[config.mk]
export PLATFORM = sky130hd
export DESIGN_NAME = icache_fetch_flat
export DESIGN_NICKNAME = d
export VERILOG_FILES = /design/src/rtl/icache_fetch_pkg.sv /design/src/rtl/icache_fetch_if.sv /design/src/rtl/icache_fetch_array.sv /design/src/rtl/icache_fetch.sv /design/src/flat_wrapper.sv
export SDC_FILE = /design/constraint.sdc
export NUM_CORES = 2
export LEC_CHECK = 0
export CAP_MARGIN = 25
export CORE_ASPECT_RATIO = 1.75
export CORE_MARGIN = 2
export CORE_UTILIZATION = 45
export DETAILED_ROUTE_END_ITERATION = 8
export PLACE_DENSITY = 0.6
export SKIP_CTS_REPAIR_TIMING = 1
export SYNTH_ARGS = -nofsm -noshare
export SYNTH_HDL_FRONTEND = slang
export SYNTH_HIERARCHICAL = 1
export SYNTH_SLANG_ARGS = --single-unit
export TNS_END_PERCENT = 30
[constraint.sdc]
create_clock -name clk_in -period 4.8 [get_ports clk_in]
set_clock_uncertainty 0.1 [all_clocks]
set_input_delay 0.72 -clock clk_in [delete_from_list [all_inputs] [get_ports clk_in]]
set_output_delay 0.72 -clock clk_in [all_outputs]
set_load 0.03 [all_outputs]
[src/rtl/icache_fetch_pkg.sv]
// Shared definitions for the instruction cache: controller states and default geometry.
// Optional statistics counters are enabled by defining ICACHE_STATS_EN.
package icache_fetch_pkg;

    localparam int ICACHE_INDEX_W = 5;
    localparam int ICACHE_ADDR_W  = 32;
    localparam int ICACHE_WORD_W  = 32;

    typedef enum logic [1:0] {
        ST_IDLE  = 2'd0,
        ST_MISS  = 2'd1,
        ST_DRAIN = 2'd2
    } icache_state_e;

endpackage

[src/rtl/icache_fetch_if.sv]
// Fetch-stage request/response and MemAdapter insfetch signals of the instruction cache.
// master = fetch stage plus MemAdapter side, slave = the cache.
interface icache_fetch_if import icache_fetch_pkg::*; #(
    parameter int ADDR_W = ICACHE_ADDR_W
);
    logic                     req_valid;
    logic [ADDR_W-1:0]        req_addr;
    logic                     req_ready;
    logic                     resp_valid;
    logic [ICACHE_WORD_W-1:0] resp_ins;
    logic                     try_start_insfetch_task;
    logic [ADDR_W-1:0]        insfetch_addr;
    logic                     insfetch_task_done;
    logic [ICACHE_WORD_W-1:0] insfetch_ins_full;

    modport master (
        output req_valid, req_addr, insfetch_task_done, insfetch_ins_full,
        input  req_ready, resp_valid, resp_ins, try_start_insfetch_task, insfetch_addr
    );

    modport slave (
        input  req_valid, req_addr, insfetch_task_done, insfetch_ins_full,
        output req_ready, resp_valid, resp_ins, try_start_insfetch_task, insfetch_addr
    );
endinterface

[src/rtl/icache_fetch_array.sv]
// Tag/valid/data storage for the direct-mapped cache: combinational read, synchronous write,
// single-cycle bulk invalidate that overrides a same-cycle fill.
module icache_array import icache_fetch_pkg::*; #(
    parameter int INDEX_W = ICACHE_INDEX_W,
    parameter int TAG_W   = ICACHE_ADDR_W - ICACHE_INDEX_W - 2,
    parameter int WORD_W  = ICACHE_WORD_W
) (
    input  logic               clk_in,
    input  logic               rst_in,
    input  logic               i_en,
    input  logic [INDEX_W-1:0] i_rd_idx,
    output logic               o_rd_valid,
    output logic [TAG_W-1:0]   o_rd_tag,
    output logic [WORD_W-1:0]  o_rd_data,
    input  logic               i_wr_en,
    input  logic [INDEX_W-1:0] i_wr_idx,
    input  logic [TAG_W-1:0]   i_wr_tag,
    input  logic [WORD_W-1:0]  i_wr_data,
    input  logic               i_inv_all
);
    localparam int LINES = 1 << INDEX_W;

    logic [LINES-1:0]  r_valid;
    logic [TAG_W-1:0]  r_tag  [LINES];
    logic [WORD_W-1:0] r_data [LINES];

    assign o_rd_valid = r_valid[i_rd_idx];
    assign o_rd_tag   = r_tag[i_rd_idx];
    assign o_rd_data  = r_data[i_rd_idx];

    always_ff @(posedge clk_in or negedge rst_in) begin
        if (!rst_in) begin
            r_valid <= '0;
        end else if (i_en) begin
            if (i_inv_all) begin
                r_valid <= '0;
            end else if (i_wr_en) begin
                r_valid[i_wr_idx] <= 1'b1;
            end
        end
    end

    // Tag and data contents are meaningless until their valid bit is set.
    always_ff @(posedge clk_in) begin
        if (i_en && i_wr_en) begin
            r_tag[i_wr_idx]  <= i_wr_tag;
            r_data[i_wr_idx] <= i_wr_data;
        end
    end
endmodule

[src/rtl/icache_fetch.sv]
// Direct-mapped, one-word-per-line instruction cache between fetch and MemAdapter insfetch.
// Define ICACHE_STATS_EN to add the stat_hits/stat_misses counter outputs.
module icache_fetch import icache_fetch_pkg::*; #(
    parameter int INDEX_W = ICACHE_INDEX_W,
    parameter int ADDR_W  = ICACHE_ADDR_W
) (
    input  logic          clk_in,
    input  logic          rst_in,
    input  logic          rdy_in,
    input  logic          flush_pipline,
    input  logic          inv_all,
    icache_fetch_if.slave bus
`ifdef ICACHE_STATS_EN
    ,
    output logic [31:0]   stat_hits,
    output logic [31:0]   stat_misses
`endif
);
    localparam int TAG_W  = ADDR_W - INDEX_W - 2;
    localparam int WORD_W = ICACHE_WORD_W;

    icache_state_e     r_state, w_state_nxt;
    logic              r_resp_valid, w_resp_valid_nxt;
    logic [WORD_W-1:0] r_resp_ins, w_resp_ins_nxt;
    logic              r_try_start, w_try_start_nxt;
    logic [ADDR_W-1:0] r_miss_addr, w_miss_addr_nxt;

    logic               w_req_ready, w_accept, w_hit, w_fill;
    logic [INDEX_W-1:0] w_req_idx, w_fill_idx;
    logic [TAG_W-1:0]   w_req_tag, w_fill_tag, w_rd_tag;
    logic               w_rd_valid;
    logic [WORD_W-1:0]  w_rd_data;
    logic               w_unused_addr_lsb;

    assign w_req_idx  = bus.req_addr[INDEX_W+1:2];
    assign w_req_tag  = bus.req_addr[ADDR_W-1:INDEX_W+2];
    assign w_fill_idx = r_miss_addr[INDEX_W+1:2];
    assign w_fill_tag = r_miss_addr[ADDR_W-1:INDEX_W+2];
    assign w_unused_addr_lsb = ^bus.req_addr[1:0];

    // Flush masks acceptance so a same-cycle request never produces a stale response.
    assign w_req_ready = rst_in && rdy_in && !flush_pipline && (r_state == ST_IDLE);
    assign w_accept    = bus.req_valid && w_req_ready;
    assign w_hit       = w_rd_valid && (w_rd_tag == w_req_tag);

    icache_array #(
        .INDEX_W (INDEX_W),
        .TAG_W   (TAG_W),
        .WORD_W  (WORD_W)
    ) u_array (
        .clk_in     (clk_in),
        .rst_in     (rst_in),
        .i_en       (rdy_in),
        .i_rd_idx   (w_req_idx),
        .o_rd_valid (w_rd_valid),
        .o_rd_tag   (w_rd_tag),
        .o_rd_data  (w_rd_data),
        .i_wr_en    (w_fill),
        .i_wr_idx   (w_fill_idx),
        .i_wr_tag   (w_fill_tag),
        .i_wr_data  (bus.insfetch_ins_full),
        .i_inv_all  (inv_all)
    );

    always_comb begin
        w_state_nxt      = r_state;
        w_resp_valid_nxt = 1'b0;
        w_resp_ins_nxt   = r_resp_ins;
        w_try_start_nxt  = r_try_start;
        w_miss_addr_nxt  = r_miss_addr;
        w_fill           = 1'b0;
        case (r_state)
            ST_IDLE: begin
                if (w_accept) begin
                    if (w_hit) begin
                        w_resp_valid_nxt = 1'b1;
                        w_resp_ins_nxt   = w_rd_data;
                    end else begin
                        w_state_nxt     = ST_MISS;
                        w_try_start_nxt = 1'b1;
                        w_miss_addr_nxt = {bus.req_addr[ADDR_W-1:2], 2'b00};
                    end
                end
            end
            ST_MISS: begin
                if (bus.insfetch_task_done) begin
                    w_fill          = 1'b1;
                    w_try_start_nxt = 1'b0;
                    w_state_nxt     = ST_IDLE;
                    if (!flush_pipline) begin
                        w_resp_valid_nxt = 1'b1;
                        w_resp_ins_nxt   = bus.insfetch_ins_full;
                    end
                end else if (flush_pipline) begin
                    w_state_nxt = ST_DRAIN;
                end
            end
            ST_DRAIN: begin
                // The MemAdapter task cannot be aborted; finish and fill silently.
                if (bus.insfetch_task_done) begin
                    w_fill          = 1'b1;
                    w_try_start_nxt = 1'b0;
                    w_state_nxt     = ST_IDLE;
                end
            end
            default: begin
                w_state_nxt     = ST_IDLE;
                w_try_start_nxt = 1'b0;
            end
        endcase
    end

    always_ff @(posedge clk_in or negedge rst_in) begin
        if (!rst_in) begin
            r_state      <= ST_IDLE;
            r_resp_valid <= 1'b0;
            r_resp_ins   <= '0;
            r_try_start  <= 1'b0;
            r_miss_addr  <= '0;
        end else if (rdy_in) begin
            r_state      <= w_state_nxt;
            r_resp_valid <= w_resp_valid_nxt;
            r_resp_ins   <= w_resp_ins_nxt;
            r_try_start  <= w_try_start_nxt;
            r_miss_addr  <= w_miss_addr_nxt;
        end
    end

    assign bus.req_ready               = w_req_ready;
    assign bus.resp_valid              = r_resp_valid;
    assign bus.resp_ins                = r_resp_ins;
    assign bus.try_start_insfetch_task = r_try_start;
    assign bus.insfetch_addr           = r_miss_addr;

`ifdef ICACHE_STATS_EN
    logic [31:0] r_stat_hits, r_stat_misses;

    always_ff @(posedge clk_in or negedge rst_in) begin
        if (!rst_in) begin
            r_stat_hits   <= '0;
            r_stat_misses <= '0;
        end else if (w_accept) begin
            if (w_hit) begin
                r_stat_hits <= r_stat_hits + 32'd1;
            end else begin
                r_stat_misses <= r_stat_misses + 32'd1;
            end
        end
    end

    assign stat_hits   = r_stat_hits;
    assign stat_misses = r_stat_misses;
`endif
endmodule

[src/flat_wrapper.sv]
// flat-port wrapper written by rule: the top's interface ports become plain ports
module icache_fetch_flat import icache_fetch_pkg::*;
#(
    parameter int INDEX_W = ICACHE_INDEX_W,
    parameter int ADDR_W  = ICACHE_ADDR_W
)
  (clk_in, rst_in, rdy_in, flush_pipline, inv_all, bus_req_valid, bus_req_addr, bus_insfetch_task_done, bus_insfetch_ins_full, bus_req_ready, bus_resp_valid, bus_resp_ins, bus_try_start_insfetch_task, bus_insfetch_addr);
  icache_fetch_if #(.ADDR_W(ADDR_W)) bus_i ();
  input  logic clk_in;
  input  logic rst_in;
  input  logic rdy_in;
  input  logic flush_pipline;
  input  logic inv_all;
  input wire logic [$bits(bus_i.req_valid)-1:0] bus_req_valid;
  input wire logic [$bits(bus_i.req_addr)-1:0] bus_req_addr;
  input wire logic [$bits(bus_i.insfetch_task_done)-1:0] bus_insfetch_task_done;
  input wire logic [$bits(bus_i.insfetch_ins_full)-1:0] bus_insfetch_ins_full;
  output wire logic [$bits(bus_i.req_ready)-1:0] bus_req_ready;
  output wire logic [$bits(bus_i.resp_valid)-1:0] bus_resp_valid;
  output wire logic [$bits(bus_i.resp_ins)-1:0] bus_resp_ins;
  output wire logic [$bits(bus_i.try_start_insfetch_task)-1:0] bus_try_start_insfetch_task;
  output wire logic [$bits(bus_i.insfetch_addr)-1:0] bus_insfetch_addr;
  assign bus_i.req_valid = bus_req_valid;
  assign bus_i.req_addr = bus_req_addr;
  assign bus_i.insfetch_task_done = bus_insfetch_task_done;
  assign bus_i.insfetch_ins_full = bus_insfetch_ins_full;
  assign bus_req_ready = bus_i.req_ready;
  assign bus_resp_valid = bus_i.resp_valid;
  assign bus_resp_ins = bus_i.resp_ins;
  assign bus_try_start_insfetch_task = bus_i.try_start_insfetch_task;
  assign bus_insfetch_addr = bus_i.insfetch_addr;
  icache_fetch #(.INDEX_W(INDEX_W), .ADDR_W(ADDR_W)) u_core (.clk_in(clk_in), .rst_in(rst_in), .rdy_in(rdy_in), .flush_pipline(flush_pipline), .inv_all(inv_all), .bus(bus_i));
endmodule
Yosys cells after proc, flatten, opt, wreduce, memory -nomap -nowiden
Memories as Yosys holds them, arrays and structs flattened.
Cells that the tools add are included.
{"block": "totals", "register_bits": 98, "ram_bits": 1824, "input_bits": 71, "out_inout_bits": 67, "elab_cells": 71, "mem_count": 2}
{"name": "u_core.u_array.r_data", "depth": 32, "word_bits": 32, "read_ports": 1, "rd_clocked_by_memory_dff": 0, "wr": 1, "line": "icache_fetch_array.sv:25", "rtl": "logic [WORD_W-1:0] r_data [LINES];"}
{"name": "u_core.u_array.r_tag", "depth": 32, "word_bits": 25, "read_ports": 1, "rd_clocked_by_memory_dff": 0, "wr": 1, "line": "icache_fetch_array.sv:24", "rtl": "logic [TAG_W-1:0] r_tag [LINES];"}
{"block": "classes", "n_lt_le_gt_ge": 3, "eq_ne": 11, "mux": 30, "bitwise_logic": 2, "n_reduce_logical": 17}
{"op": "$mux W32", "n": 6}
{"op": "$pmux W32 S2", "n": 1}
{"op": "$or A32 B32 Y32", "n": 1}
{"op": "$eq A25 B25 Y1", "n": 1}
{"op": "$mux W1", "n": 13}
{"op": "$lt A5 B6 Y1 const B", "n": 2}
{"op": "$mux W2", "n": 5}
{"op": "$ne A2 B2 Y1 const B", "n": 4}
{"op": "$reduce_and A4 Y1", "n": 2}
{"op": "$logic_and A1 B1 Y1", "n": 7}
{"op": "$ne A2 B1 Y1 const B", "n": 3}
{"op": "$pmux W2 S3", "n": 1}
{"op": "$reduce_and A6 Y1", "n": 1}
{"op": "$bmux W1 S5", "n": 1}
{"op": "$demux W1 S5", "n": 1}
{"op": "$ge A5 B1 Y1 const B", "n": 1}
{"op": "$reduce_and A5 Y1", "n": 1}
{"op": "$pmux W1 S2", "n": 2}
{"op": "$reduce_bool A2 Y1", "n": 2}
{"op": "$ne A3 B3 Y1 const B", "n": 1}
{"op": "$eq A2 B1 Y1 const B", "n": 1}
{"op": "$eq A2 B2 Y1 const B", "n": 1}
{"op": "$logic_not A2 Y1", "n": 1}
{"op": "$reduce_and A2 Y1", "n": 1}
{"op": "3 further kinds", "n": 3}

Depth between registers and ports, before layout
{"block": "depth", "word_depth": 7, "mapped_depth": 14, "depth_no_buf": 10}

By module
The synthesis kept the hierarchy.
{"mod": "icache_array", "n_inst": 1, "cells_each": 4082, "area_each_um2": 72201.7, "seq_area_each_um2": 55573.3}
{"mod": "icache_fetch", "n_inst": 1, "cells_each": 242, "area_each_um2": 3567.2, "seq_area_each_um2": 1651.6}

Worst setup path after synthesis
No wires, ideal clock.
{"block": "synth_timing", "path_kind": "reg-to-reg", "start": "reg u_core.r_miss_addr[6] (netlist: u_core/bus.insfetch_addr[6])", "end": "mem u_core/u_array/r_data[16][0] in the netlist's numbering (enable)", "setup_ps": 474, "arrival_time_ps": 3675, "t_required_ps": 4226, "path_slack_ps": 552, "path_stages_with_launch": 4, "n_path_buf": 1, "synth_period_minus_slack_ps": 4248, "cell_sequence": "dfrtp_1 > buf_2 > or3b_2 > nor2_1"}
{"item": "start: declaration", "line": "icache_fetch.sv:26", "rtl": "logic [ADDR_W-1:0] r_miss_addr, w_miss_addr_nxt;"}
{"item": "start signal: assignment", "line": "icache_fetch.sv:125", "rtl": "r_miss_addr <= w_miss_addr_nxt;"}
{"item": "end: declaration", "line": "icache_fetch_array.sv:25"}
Straight into the memory's write port.

Final worst setup path
{"block": "layout_timing", "start": "in bus_req_addr[3]", "end": "reg u_core.r_resp_ins[3] (netlist: u_core/bus.resp_ins[3])"}
{"block": "layout_via", "elab_chain_len": 5, "word_cells_on_any_way": 11, "cone_classes": "eq/ne (2); mux (5); reduce/logical (2); memory (2)"}
{"item": "start: declaration", "line": "flat_wrapper.sv:15", "rtl": "input wire logic [$bits(bus_i.req_addr)-1:0] bus_req_addr;"}
{"item": "$mem_v2 Z32 W25"}
{"item": "via u_core.w_rd_tag[17]", "line": "icache_fetch.sv:30", "rtl": "logic [TAG_W-1:0] w_req_tag, w_fill_tag, w_rd_tag;"}
{"item": "$eq A25 B25 Y1", "line": "icache_fetch.sv:44", "rtl": "assign w_hit = w_rd_valid && (w_rd_tag == w_req_tag);"}
{"item": "$logic_and A1 B1 Y1", "line": "icache_fetch.sv:44"}
{"item": "$ne A2 B1 Y1 (no line)"}
{"item": "$reduce_and A6 Y1 (no line)"}
{"item": "end signal: assignment", "line": "icache_fetch.sv:123", "rtl": "r_resp_ins <= w_resp_ins_nxt;"}
{"item": "end: declaration", "line": "icache_fetch.sv:24", "rtl": "logic [WORD_W-1:0] r_resp_ins, w_resp_ins_nxt;"}
The timed path passes the listed nets, and every way through them passes these cells. The select of a mux whose other input is x is not followed.
A chain may end at the register's enable or synchronous reset.

==> out/results.ini <==
[status]
outcome = complete, no violations

[detailed_routing]
vias = 40500
drc_errors = 0
drt_iter0_drc = 3439
wl_mm = 204
ant_nets = 0
drtPass1Iterations = 5
post_drt_wl_per_cell_um = 29.2
via_per_inst = 5.81

[synthesis]
seq_area_frac_synth_pct = 75.5
synth_ff_type = edfxtp_1
async_flop_share_pct = 5.10
netlist_instances = 4324
synth_edf_count = 1824
yosysWarningCount = 6
ys_seq_elements = 1922
synth_area_mm2 = 0.0758
synth_cell_types = 46
postSynthAreaPerCell_um2 = 17.5

[setup_path]
crit_end = u_core/bus.resp_ins[3]
path_common_cell = buf_12
start_kind = input pin
reg2reg_to = u_core/bus.resp_ins[3]
rr_worst_depth = 12
r2r-start = u_core/u_array/r_tag[2][6]
rrSetupSlack_ns = 1.40
path_buf_inv = 5
end_kind = register
crit_chain = clkdlybuf4s50_1 -> nor2_4 -> buf_12 -> buf_12 -> a22o_1 -> nor3_1 -> a31oi_1 -> nand3_1 -> xnor2_1 -> nand4_1 -> nor4_4 -> buf_4 -> a21oi_4 -> buf_12 -> mux2_4
worstPathArrival_ns = 4.53
crit_cells = 15
crit_fanout = 41
slowest_stage = clkdlybuf4s50_1
critPathKind = input pin to register
max_stage_delay_ns = 0.58
cp-startpoint = bus_req_addr[3]
required_ns = 5.37
crit_family = buffers and inverters

[floorplanning]
initial_utilization_pct = 45.2
dieArea_mm2 = 0.172
row_count = 199
num_io_pins = 138
die_w_um = 314
coreArea_mm2 = 0.168
dieHeight_um = 547

[sta]
fmaxAchievable_mhz = 252
setup_viol = 0
finalHoldViolCount = 0
worst_pin_slew_ns = 1.07
period_share_pct = 82.6
fin_tns_setup_ns = 0
fin_crit_ns = 3.96
maxSlewViolCount = 0
fin_ws_ns = 0.836
rsz0062_at_grt = no
maxSlewHeadroom_pct = 28.5
whs_ns = 0.295

[final_layout]
seq_area_mm2 = 0.0572
fin_cells = 6974
fin_util_pct = 51.7
multi_input_area_mm2 = 0.0173
layout-drive-gt1-share_pct = 13.2
final_area_mm2 = 0.0867
nets = 4706
area_growth_pct = 14.4
fillers = 13500

[power_and_ir_drop]
p_leak_nw = 30.6
power_mw = 39.1
vdd.ir_drop.worst_mv = 0.256
power.density_mw_per_mm2 = 451

[global_route]
track_usage_pct = 23.4
grt_overflow_total = 0
grt_pass1_wl_mm = 289
antenna_found_initial = 9
grt_start_max_net_pins = 93
grt_pass1_vias = 41100

[placement]
dpl_cell_area_mm2 = 0.0812
dpl.hpwl_mm = 109
dpl.cell_count = 6663
place.gp.congestion = 0.771
dp_slack_ns = 0.0693
io_buffers = 133

[run]
timing.max_cap.violations = 0

[clock_network]
cts_root_buf = clkbuf_16
clk_pin_slew_ns = 0.07
worstSkewPairLatency_ns = 0.81
htreeDepth = 4
tritoncts = built
cts_buffers = 170
numClockSinks = 1922
clockBufferDepth = 4

[hold_path]
min_path_type = input pin to async pin

cell families (layout without fill, tap and decap cells):
group	count (synthesis)	count (layout)	synth area share (%)
flops	1922	1922	75.5
mux	1022	1022	14.0
compound gates	547	547	4.89
simple gates	544	544	3.27
buf+inv	260	695	2.01
xor+xnor	25	25	0.289
fa+ha+maj	3	3	0.0495
other cells	1	5	0.00495
worst reg2reg max path, delay by kind of cell (launching register included):
family,cells,cell delay (ns)
AND/OR/NAND/NOR,4,0.92
AO/OA/AOI/OAI,3,0.48
buffers and inverters,2,0.40
XOR/XNOR,1,0.39
flip-flops,1,0.37
multiplexers,2,0.60
cell usage after synthesis (2+ instances only):
master    count  area (µm²)
edfxtp_1   1824       54800
mux2i_1     928        9290
a21oi_1     185         926
nand2_1     182         683
nand3_1     177         886
a22oi_1     174        1310
a22o_1      116        1020
clkbuf_1    101         379
dfrtp_1      98        2450
nor2_1       89         334
buf_4        75         563
a31oi_1      61         382
mux2_4       60         901
nor3_1       60         300
buf_2        40         200
mux2_2       34         383
buf_6        28         315
xnor2_1      25         219
nand4_1       8        50.1
buf_1         7        26.3
inv_1         7        26.3
nand3b_1      5        37.5
o21ai_0       5        25.0
ha_1          3        37.5
nand2b_1      3        18.8
nand4b_1      3        26.3
a21oi_2       2        17.5
and2_1        2        12.5
clkbuf_4      2        15.0
nor2b_1       2        12.5
nor3b_1       2        15.0
o22a_1        2        17.5
per-layer routing:
layer,vias to the layer above,GRT usage [%],wire length [µm]
met2,1198,42.1,107000
met1,21400,28.9,79900
met4,0,8.76,7820
li1,17600,-,-
met3,351,2.22,8970
met5,-,0,0
cell type report:
| class | count | share of cell area, % |
|---|---|---|
| multi-input combinational | 2143 | 20.0 |
| inverter | 7 | 0.0303 |
| sequential | 1922 | 66.0 |
| tap | 2211 | 3.19 |
| antenna | 3 | 0.00866 |
| timing repair buffer | 388 | 4.59 |
| clock inverter | 75 | 0.888 |
| clock buffer | 225 | 5.29 |
how the worst min path moves through the flow:
stage                     cells past startpoint                           end  slack (ns)                        from
final                                         2       u_core/bus.resp_ins[12]        0.30                      rst_in
after global routing                          2        u_core/bus.resp_ins[2]        0.32                      rst_in
after CTS                                     1        u_core/bus.resp_ins[5]       -0.31                      rst_in
after detailed placement                      2     u_core/u_array/r_valid[5]        0.38   u_core/u_array/r_valid[5]
after global placement                        2    u_core/u_array/r_valid[14]        0.38  u_core/u_array/r_valid[14]
after floorplan                               0  u_core/bus.insfetch_addr[10]        0.32                      rst_in
report_power, final:
part	internal, mW	switching [mW]	total [mW]
combinational	1.78	2.94	4.72
clock	7.58	5.89	13.5
sequential	20.0	0.878	20.9
sequential cells by signal, summed over array words and instances (netlist names):
| name | flops |
|---|---|
| u_core/u_array/r_data | 1024 |
| u_core/u_array/r_tag | 800 |
| u_core/bus.resp_ins | 32 |
| u_core/u_array/r_valid | 32 |
| u_core/bus.insfetch_addr | 30 |
| u_core/r_state | 2 |
| u_core/bus.resp_valid | 1 |
| u_core/bus.try_start_insfetch_task | 1 |
cells in the final DEF (no fill, tap or decap), types with 5 or more instances in the layout:
| cell | n |
|---|---|
| mux2_4 | 60 |
| bufinv_16 | 16 |
| nand4_1 | 8 |
| mux2i_1 | 928 |
| dfrtp_1 | 98 |
| inv_1 | 7 |
| a22oi_1 | 174 |
| clkinv_2 | 28 |
| clkinvlp_4 | 6 |
| clkbuf_16 | 177 |
| a31oi_1 | 61 |
| nand3_1 | 177 |
| clkbuf_1 | 46 |
| nor2_4 | 33 |
| buf_4 | 198 |
| edfxtp_1 | 1824 |
| clkbuf_8 | 6 |
| mux2_2 | 34 |
| nand3b_1 | 5 |
| nor3_1 | 60 |
| nor2_1 | 57 |
| o21ai_0 | 5 |
| nand2_1 | 181 |
| a22o_1 | 116 |
| xnor2_1 | 25 |
| clkinv_1 | 23 |
| buf_12 | 50 |
| clkdlybuf4s50_1 | 131 |
| a21oi_1 | 185 |
Power figures use the tool's default switching activity.
